$ cat src/rtl/fir_out_decimator.sv
// -----------------------------------------------------------------------------
// fir_out_decimator
//   Boxcar decimator placed after the 4-tap FIR filter. Every DECIM accepted
//   samples are summed and divided by DECIM. Each result is queued in a small
//   FIFO and offered to the next consumer on a valid/ready handshake. A sticky
//   flag records any result that was dropped because the FIFO was full.
//
// Build option:
//   FIR_OUT_DECIMATOR_ROUND_EN - when defined, results are rounded half up
//                                instead of truncated (applies to flush too).
//
// Parameters:
//   DECIM      - decimation factor (2, 4, 8 or 16)
//   FIFO_DEPTH - result FIFO entries (power of two, >= 2)
//
// Ports:
//   clk        in   clock
//   reset      in   asynchronous active-high reset
//   in_data    in   [7:0] filter output sample
//   in_en      in   sample strobe; in_data consumed on each edge with in_en=1
//   flush      in   one-cycle pulse: emit the partial block now
//   out_data   out  [7:0] FIFO head result (0 when empty)
//   out_valid  out  FIFO head is presentable
//   out_ready  in   consumer accepts out_data
//   fifo_level out  current FIFO entry count
//   overflow   out  sticky: a result was dropped
//   clr_ovf    in   clears overflow (a same-cycle drop wins)
// -----------------------------------------------------------------------------
module fir_out_decimator #(
  parameter int DECIM      = 4,
  parameter int FIFO_DEPTH = 4
) (
  input  logic                          clk,
  input  logic                          reset,
  input  logic [7:0]                    in_data,
  input  logic                          in_en,
  input  logic                          flush,
  output logic [7:0]                    out_data,
  output logic                          out_valid,
  input  logic                          out_ready,
  output logic [$clog2(FIFO_DEPTH):0]   fifo_level,
  output logic                          overflow,
  input  logic                          clr_ovf
);

  localparam int LOG2_DECIM = $clog2(DECIM);
  localparam int AW         = 8 + LOG2_DECIM;      // 255*DECIM fits, no wrap possible
  localparam int PW         = LOG2_DECIM;          // phase counter width
  localparam int PTRW       = $clog2(FIFO_DEPTH);
  localparam int LW         = PTRW + 1;

  // Divide a block total by DECIM, optionally rounding half up. The biased
  // total never exceeds 255*DECIM + DECIM/2 < 2**AW, so no extra bit is needed.
  function automatic logic [7:0] scale_result(input logic [AW-1:0] total);
    logic [AW-1:0] biased;
`ifdef FIR_OUT_DECIMATOR_ROUND_EN
    biased = total + AW'(DECIM / 2);
`else
    biased = total;
`endif
    scale_result = 8'(biased >> LOG2_DECIM);
  endfunction

  logic [AW-1:0]   acc_r;
  logic [PW-1:0]   phase_r;
  logic [7:0]      mem_r [FIFO_DEPTH];
  logic [PTRW-1:0] wr_ptr_r;
  logic [PTRW-1:0] rd_ptr_r;
  logic [LW-1:0]   count_r;
  logic            out_valid_r;
  logic [7:0]      out_data_r;
  logic            overflow_r;

  logic [AW-1:0]   addend_s;
  logic [AW-1:0]   sum_s;
  logic            complete_s;
  logic            flush_push_s;
  logic            push_s;
  logic [7:0]      result_s;
  logic            pop_s;
  logic            full_s;
  logic            write_s;
  logic            drop_s;
  logic [LW-1:0]   remain_s;
  logic [PTRW-1:0] head_ptr_s;

  // Block completion, push/pop decisions and next head selection.
  always_comb begin
    addend_s     = in_en ? AW'(in_data) : {AW{1'b0}};
    sum_s        = acc_r + addend_s;
    complete_s   = in_en && (phase_r == PW'(DECIM - 1));
    // A flush pushes only when there is something to emit: either a partial
    // block already accumulated or a sample arriving in the flush cycle.
    flush_push_s = flush && ((phase_r != {PW{1'b0}}) || in_en);
    push_s       = complete_s || flush_push_s;
    result_s     = scale_result(sum_s);
    pop_s        = out_valid_r && out_ready;
    full_s       = (count_r == LW'(FIFO_DEPTH));
    write_s      = push_s && (!full_s || pop_s);
    drop_s       = push_s && full_s && !pop_s;
    // Entries that existed before this edge and survive the pop. Only these
    // may be presented next cycle, so a fresh push surfaces one edge later.
    remain_s     = count_r - LW'(pop_s);
    head_ptr_s   = rd_ptr_r + PTRW'(pop_s);
  end

  // Accumulator and phase counter; a push always starts a fresh block.
  always_ff @(posedge clk or posedge reset) begin
    if (reset) begin
      acc_r   <= {AW{1'b0}};
      phase_r <= {PW{1'b0}};
    end else if (push_s) begin
      acc_r   <= {AW{1'b0}};
      phase_r <= {PW{1'b0}};
    end else if (in_en) begin
      acc_r   <= sum_s;
      phase_r <= phase_r + PW'(1);
    end else begin
      acc_r   <= acc_r;
      phase_r <= phase_r;
    end
  end

  // FIFO storage; contents are don't-care until written.
  always_ff @(posedge clk) begin
    if (write_s) begin
      mem_r[wr_ptr_r] <= result_s;
    end
  end

  // FIFO pointers, level, registered head and sticky overflow flag.
  always_ff @(posedge clk or posedge reset) begin
    if (reset) begin
      wr_ptr_r    <= {PTRW{1'b0}};
      rd_ptr_r    <= {PTRW{1'b0}};
      count_r     <= {LW{1'b0}};
      out_valid_r <= 1'b0;
      out_data_r  <= 8'd0;
      overflow_r  <= 1'b0;
    end else begin
      wr_ptr_r    <= wr_ptr_r + PTRW'(write_s);
      rd_ptr_r    <= head_ptr_s;
      count_r     <= count_r + LW'(write_s) - LW'(pop_s);
      out_valid_r <= (remain_s != {LW{1'b0}});
      out_data_r  <= (remain_s != {LW{1'b0}}) ? mem_r[head_ptr_s] : 8'd0;
      if (drop_s) begin
        overflow_r <= 1'b1;
      end else if (clr_ovf) begin
        overflow_r <= 1'b0;
      end else begin
        overflow_r <= overflow_r;
      end
    end
  end

  assign out_data   = out_data_r;
  assign out_valid  = out_valid_r;
  assign fifo_level = count_r;
  assign overflow   = overflow_r;

endmodule

$ cat config.mk
export PLATFORM = sky130hd
export DESIGN_NAME = fir_out_decimator
export DESIGN_NICKNAME = d
export VERILOG_FILES = /design/src/rtl/fir_out_decimator.sv
export SDC_FILE = /design/constraint.sdc
export NUM_CORES = 1
export LEC_CHECK = 0
export ABC_AREA = 1
export CAP_MARGIN = 20
export CORE_ASPECT_RATIO = 1.25
export CORE_MARGIN = 5
export CORE_UTILIZATION = 40
export DETAILED_ROUTE_END_ITERATION = 6
export SYNTH_ARGS = -nofsm -noshare
export SYNTH_HDL_FRONTEND = slang
export SYNTH_SLANG_ARGS = --single-unit
$ cat constraint.sdc
create_clock -name clk -period 2.8 [get_ports clk]
set_input_delay 0.56 -clock clk [delete_from_list [all_inputs] [get_ports clk]]
set_output_delay 0.56 -clock clk [all_outputs]
set_load 0.01 [all_outputs]
==> summary.md <==
| Metric | Value |
|---|---|
| Status | `complete, no violations` |
| Mean Syn Cell Area | `11.09 um2` |
| Crit path kind | `input port to flip-flop` |
| Core area | `0.007269 mm2` |
| Fin. Hold Viols | `0` |
| Via/cell ratio | `4.730` |
| Total Wirelength | `5240 um` |
| DIE AREA | `0.009204 mm2` |
| Max-slew headroom | `65.50%` |
| CP endpoint kind | `flip-flop` |
| CTS tree | `yes` |
| Vias | `1,925` |
| RSZ-0062 raised after global routing | `false` |
| H-tree Lvls | `3` |
| Die Y | `106.0 um` |
| R2R depth | `11` |
| Final Critical Period | `2.450 ns` |
| Worst Hold Class | `flip-flop to flip-flop` |
| Largest fanout on the critical path | `8` |
| Initial Util | `40.59%` |
| Crit start category | `input port` |
| Clock buffer depth | `2` |
| Synth Instances | `266` |
| GP Congestion | `0.8793` |
| Die W | `86.82 um` |
| Netlist cell types | `36` |
| DRT iter0 DRCs | `71` |
| Peak VDD IR | `0.0006168 V` |
| Yosys reg bits | `61` |
| Post-DP HPWL | `3691 um` |
| DR WL/cell | `12.87 um` |
| Worst path required time | `2.87 ns` |
| Skew final | `0.008260 ns` |
| CTS buffer count | `9` |
| Power density cells | `937.3 mW/mm2` |
| Hold_buf cts | `0` |
| Antenna-violating nets left | `0` |
| Sink Count | `61` |
| Fin Hold WS | `0.4847 ns` |
| Vias in the first global route | `1,923` |
| Post-synthesis sequential area ratio | `57.17%` |
| Fraction of layout cells with a size suffix above 1 | `14.92%` |
| Resized Gates After CTS | `0` |
| Global-route wire length before repair | `9025 um` |
| GRT Total Usage | `12.77%` |
| Io pins | `27` |
| Warnings, synthesis | `0` |
| Skew-Pair Late Insertion Delay | `0.33 ns` |
| Net count, final | `341` |
| Row cnt | `35` |
| Post-CTS setup buffers | `0` |
| IO buf count | `26` |
| Max Freq | `408.1 MHz` |
| Hold path depth | `2` |
| Slew Viols, Final | `0` |
| Root Driver | `clkbuf_8` |
| Diode count | `0` |
| Final Cycle Share | `87.51%` |
| Worst-Margin Slew | `0.5169 ns` |
| Residual DRC | `0` |
| Area grow syn2layout | `21.97%` |
| Post-Syn Area | `0.002950 mm2` |
| Max Cap Violations | `0` |
| Clk pin slew, worst setup/hold paths | `0.07 ns` |
| Final Util | `49.50%` |
| Drt pass-1 iters | `4` |
| Largest net degree at the start of global routing | `30` |
| LEAKAGE | `1.677 nW` |
| Syn Nets | `297` |
| Crit path DAT | `2.52 ns` |
| Setup-failing EPs final | `0` |
| Total grt overflow | `0` |
| Initial antenna violation count | `0` |
-- layer usage --
metal	up-vias	track usage, %	routed length, um
met2	36	21.66	2639
li1	972	-	-
met3	11	3.023	200
met5	-	0	0
met1	906	14.96	2277
met4	0	6.013	123
-- worst max-delay path, cell delays in order --
cell	delay, ns
clkdlybuf4s50_1	0.63
buf_4	0.20
nand2_1	0.05
inv_1	0.09
ha_1	0.24
nand2_1	0.09
nor2_1	0.04
nor2_1	0.18
inv_2	0.06
nand2_1	0.08
nand3b_1	0.09
and2_1	0.21
-- cells in the mapped netlist --
| library cell | count | area (um2) |
|---|---|---|
| a21oi_2 | 1 | 8.760 |
| xnor2_1 | 3 | 26.28 |
| o21ai_1 | 5 | 25.02 |
| mux2_4 | 2 | 30.03 |
| ha_1 | 15 | 187.7 |
| edfxtp_1 | 32 | 960.9 |
| inv_1 | 31 | 116.4 |
| clkbuf_1 | 1 | 3.750 |
| xor2_2 | 1 | 16.27 |
| and2_1 | 4 | 25.02 |
| a21boi_1 | 1 | 7.510 |
| nor3_1 | 4 | 20.02 |
| inv_2 | 4 | 15.01 |
| a21boi_4 | 1 | 18.77 |
| mux2i_1 | 8 | 80.08 |
| dfrtp_1 | 29 | 725.7 |
| nand3_1 | 10 | 50.05 |
| a22o_1 | 1 | 8.760 |
| nor2_1 | 9 | 33.78 |
| and3_4 | 1 | 11.26 |
| clkinv_4 | 1 | 8.760 |
| mux2_2 | 6 | 67.56 |
| o22ai_1 | 1 | 6.260 |
| nor2_2 | 1 | 6.260 |
| nand3b_1 | 3 | 22.52 |
| xor2_1 | 5 | 43.79 |
| fa_1 | 2 | 40.04 |
| nand2_1 | 58 | 217.7 |
| buf_6 | 2 | 22.52 |
| nand4_1 | 2 | 12.51 |
| or2_1 | 1 | 6.260 |
| nand2_2 | 2 | 12.51 |
| a21oi_1 | 10 | 50.05 |
| buf_12 | 1 | 20.02 |
| o21ai_0 | 7 | 35.03 |
| o21a_1 | 1 | 7.510 |
-- layout by cell type (no fill, tap or decap), drive strengths merged --
cell type / Yosys / layout
o21a: 1 / 1
clkdlybuf4s50: 0 / 26
edfxtp: 32 / 32
a21oi: 11 / 11
or2: 1 / 1
ha: 15 / 15
o22ai: 1 / 1
fa: 2 / 2
a22o: 1 / 1
mux2i: 8 / 8
o21ai: 12 / 12
bufinv: 0 / 2
nor3: 4 / 4
and2: 4 / 4
nor2: 10 / 10
nand3b: 3 / 3
buf: 3 / 11
nand2: 60 / 60
mux2: 8 / 8
inv: 35 / 35
nand4: 2 / 2
xnor2: 3 / 3
a21boi: 2 / 2
clkinvlp: 0 / 1
clkbuf: 1 / 10
xor2: 6 / 6
and3: 1 / 1
clkinv: 1 / 4
nand3: 10 / 10
dfrtp: 29 / 29
-- power breakdown --
group	switching (mW)	total, mW	internal [mW]
Combinational	0.615	1.21	0.595
Sequential	0.0854	1.28	1.20
Clock	0.356	0.879	0.524
-- kinds of logic after synthesis --
family          synth area share [%]
simple gates                   14.16
flops                          57.17
buf+inv                        6.319
compound gates                 5.683
fa+ha+maj                      7.718
mux                            6.022
xor+xnor                       2.926
-- registers in the layout, summed over array words and instances (netlist names) --
name        flops
wr_ptr_r        2
acc_r          10
mem_r          32
phase_r         2
overflow        1
out_valid       1
out_data        8
fifo_level      3
rd_ptr_r        2
-- metrics by stage --
stage                 TNS [ns]  total power [mW]  instances  setup WS (ns)  cell area, um2
floorplan                    0             2.161        266         0.6031            2950
global placement    -0.0005163             2.516        391     -0.0001468            3374
finish                       0             3.373        407         0.3497            3598
detailed placement    -0.06350             2.545        391       -0.01195            3374
CTS                          0             3.427        407         0.3477            3598
global route                 0             3.599        407         0.1439            3598
-- worst paths after layout --
kind                       startpoint       endpoint  slack, ns
min reg2reg                  acc_r[0]       acc_r[0]       0.48
min                          acc_r[0]       acc_r[0]       0.48
min in group asynchronous       reset       acc_r[5]       0.60
max in group asynchronous       reset    out_data[0]       1.91
max reg2reg                phase_r[0]  fifo_level[2]       0.76
max                             in_en    mem_r[1][3]       0.35
-- layout make-up --
| cell class | instances | area (um2) |
|---|---|---|
| Clock inverter | 6 | 86.33 |
| Inverter | 36 | 140.1 |
| Multi-Input combinational cell | 165 | 1077 |
| Tap cell | 92 | 115.1 |
| Sequential cell | 61 | 1687 |
| Fill cell | 703 | 3671 |
| Timing Repair Buffer | 37 | 355.3 |
| Clock buffer | 10 | 137.6 |
Note: power is estimated with default switching activity, not from simulation.
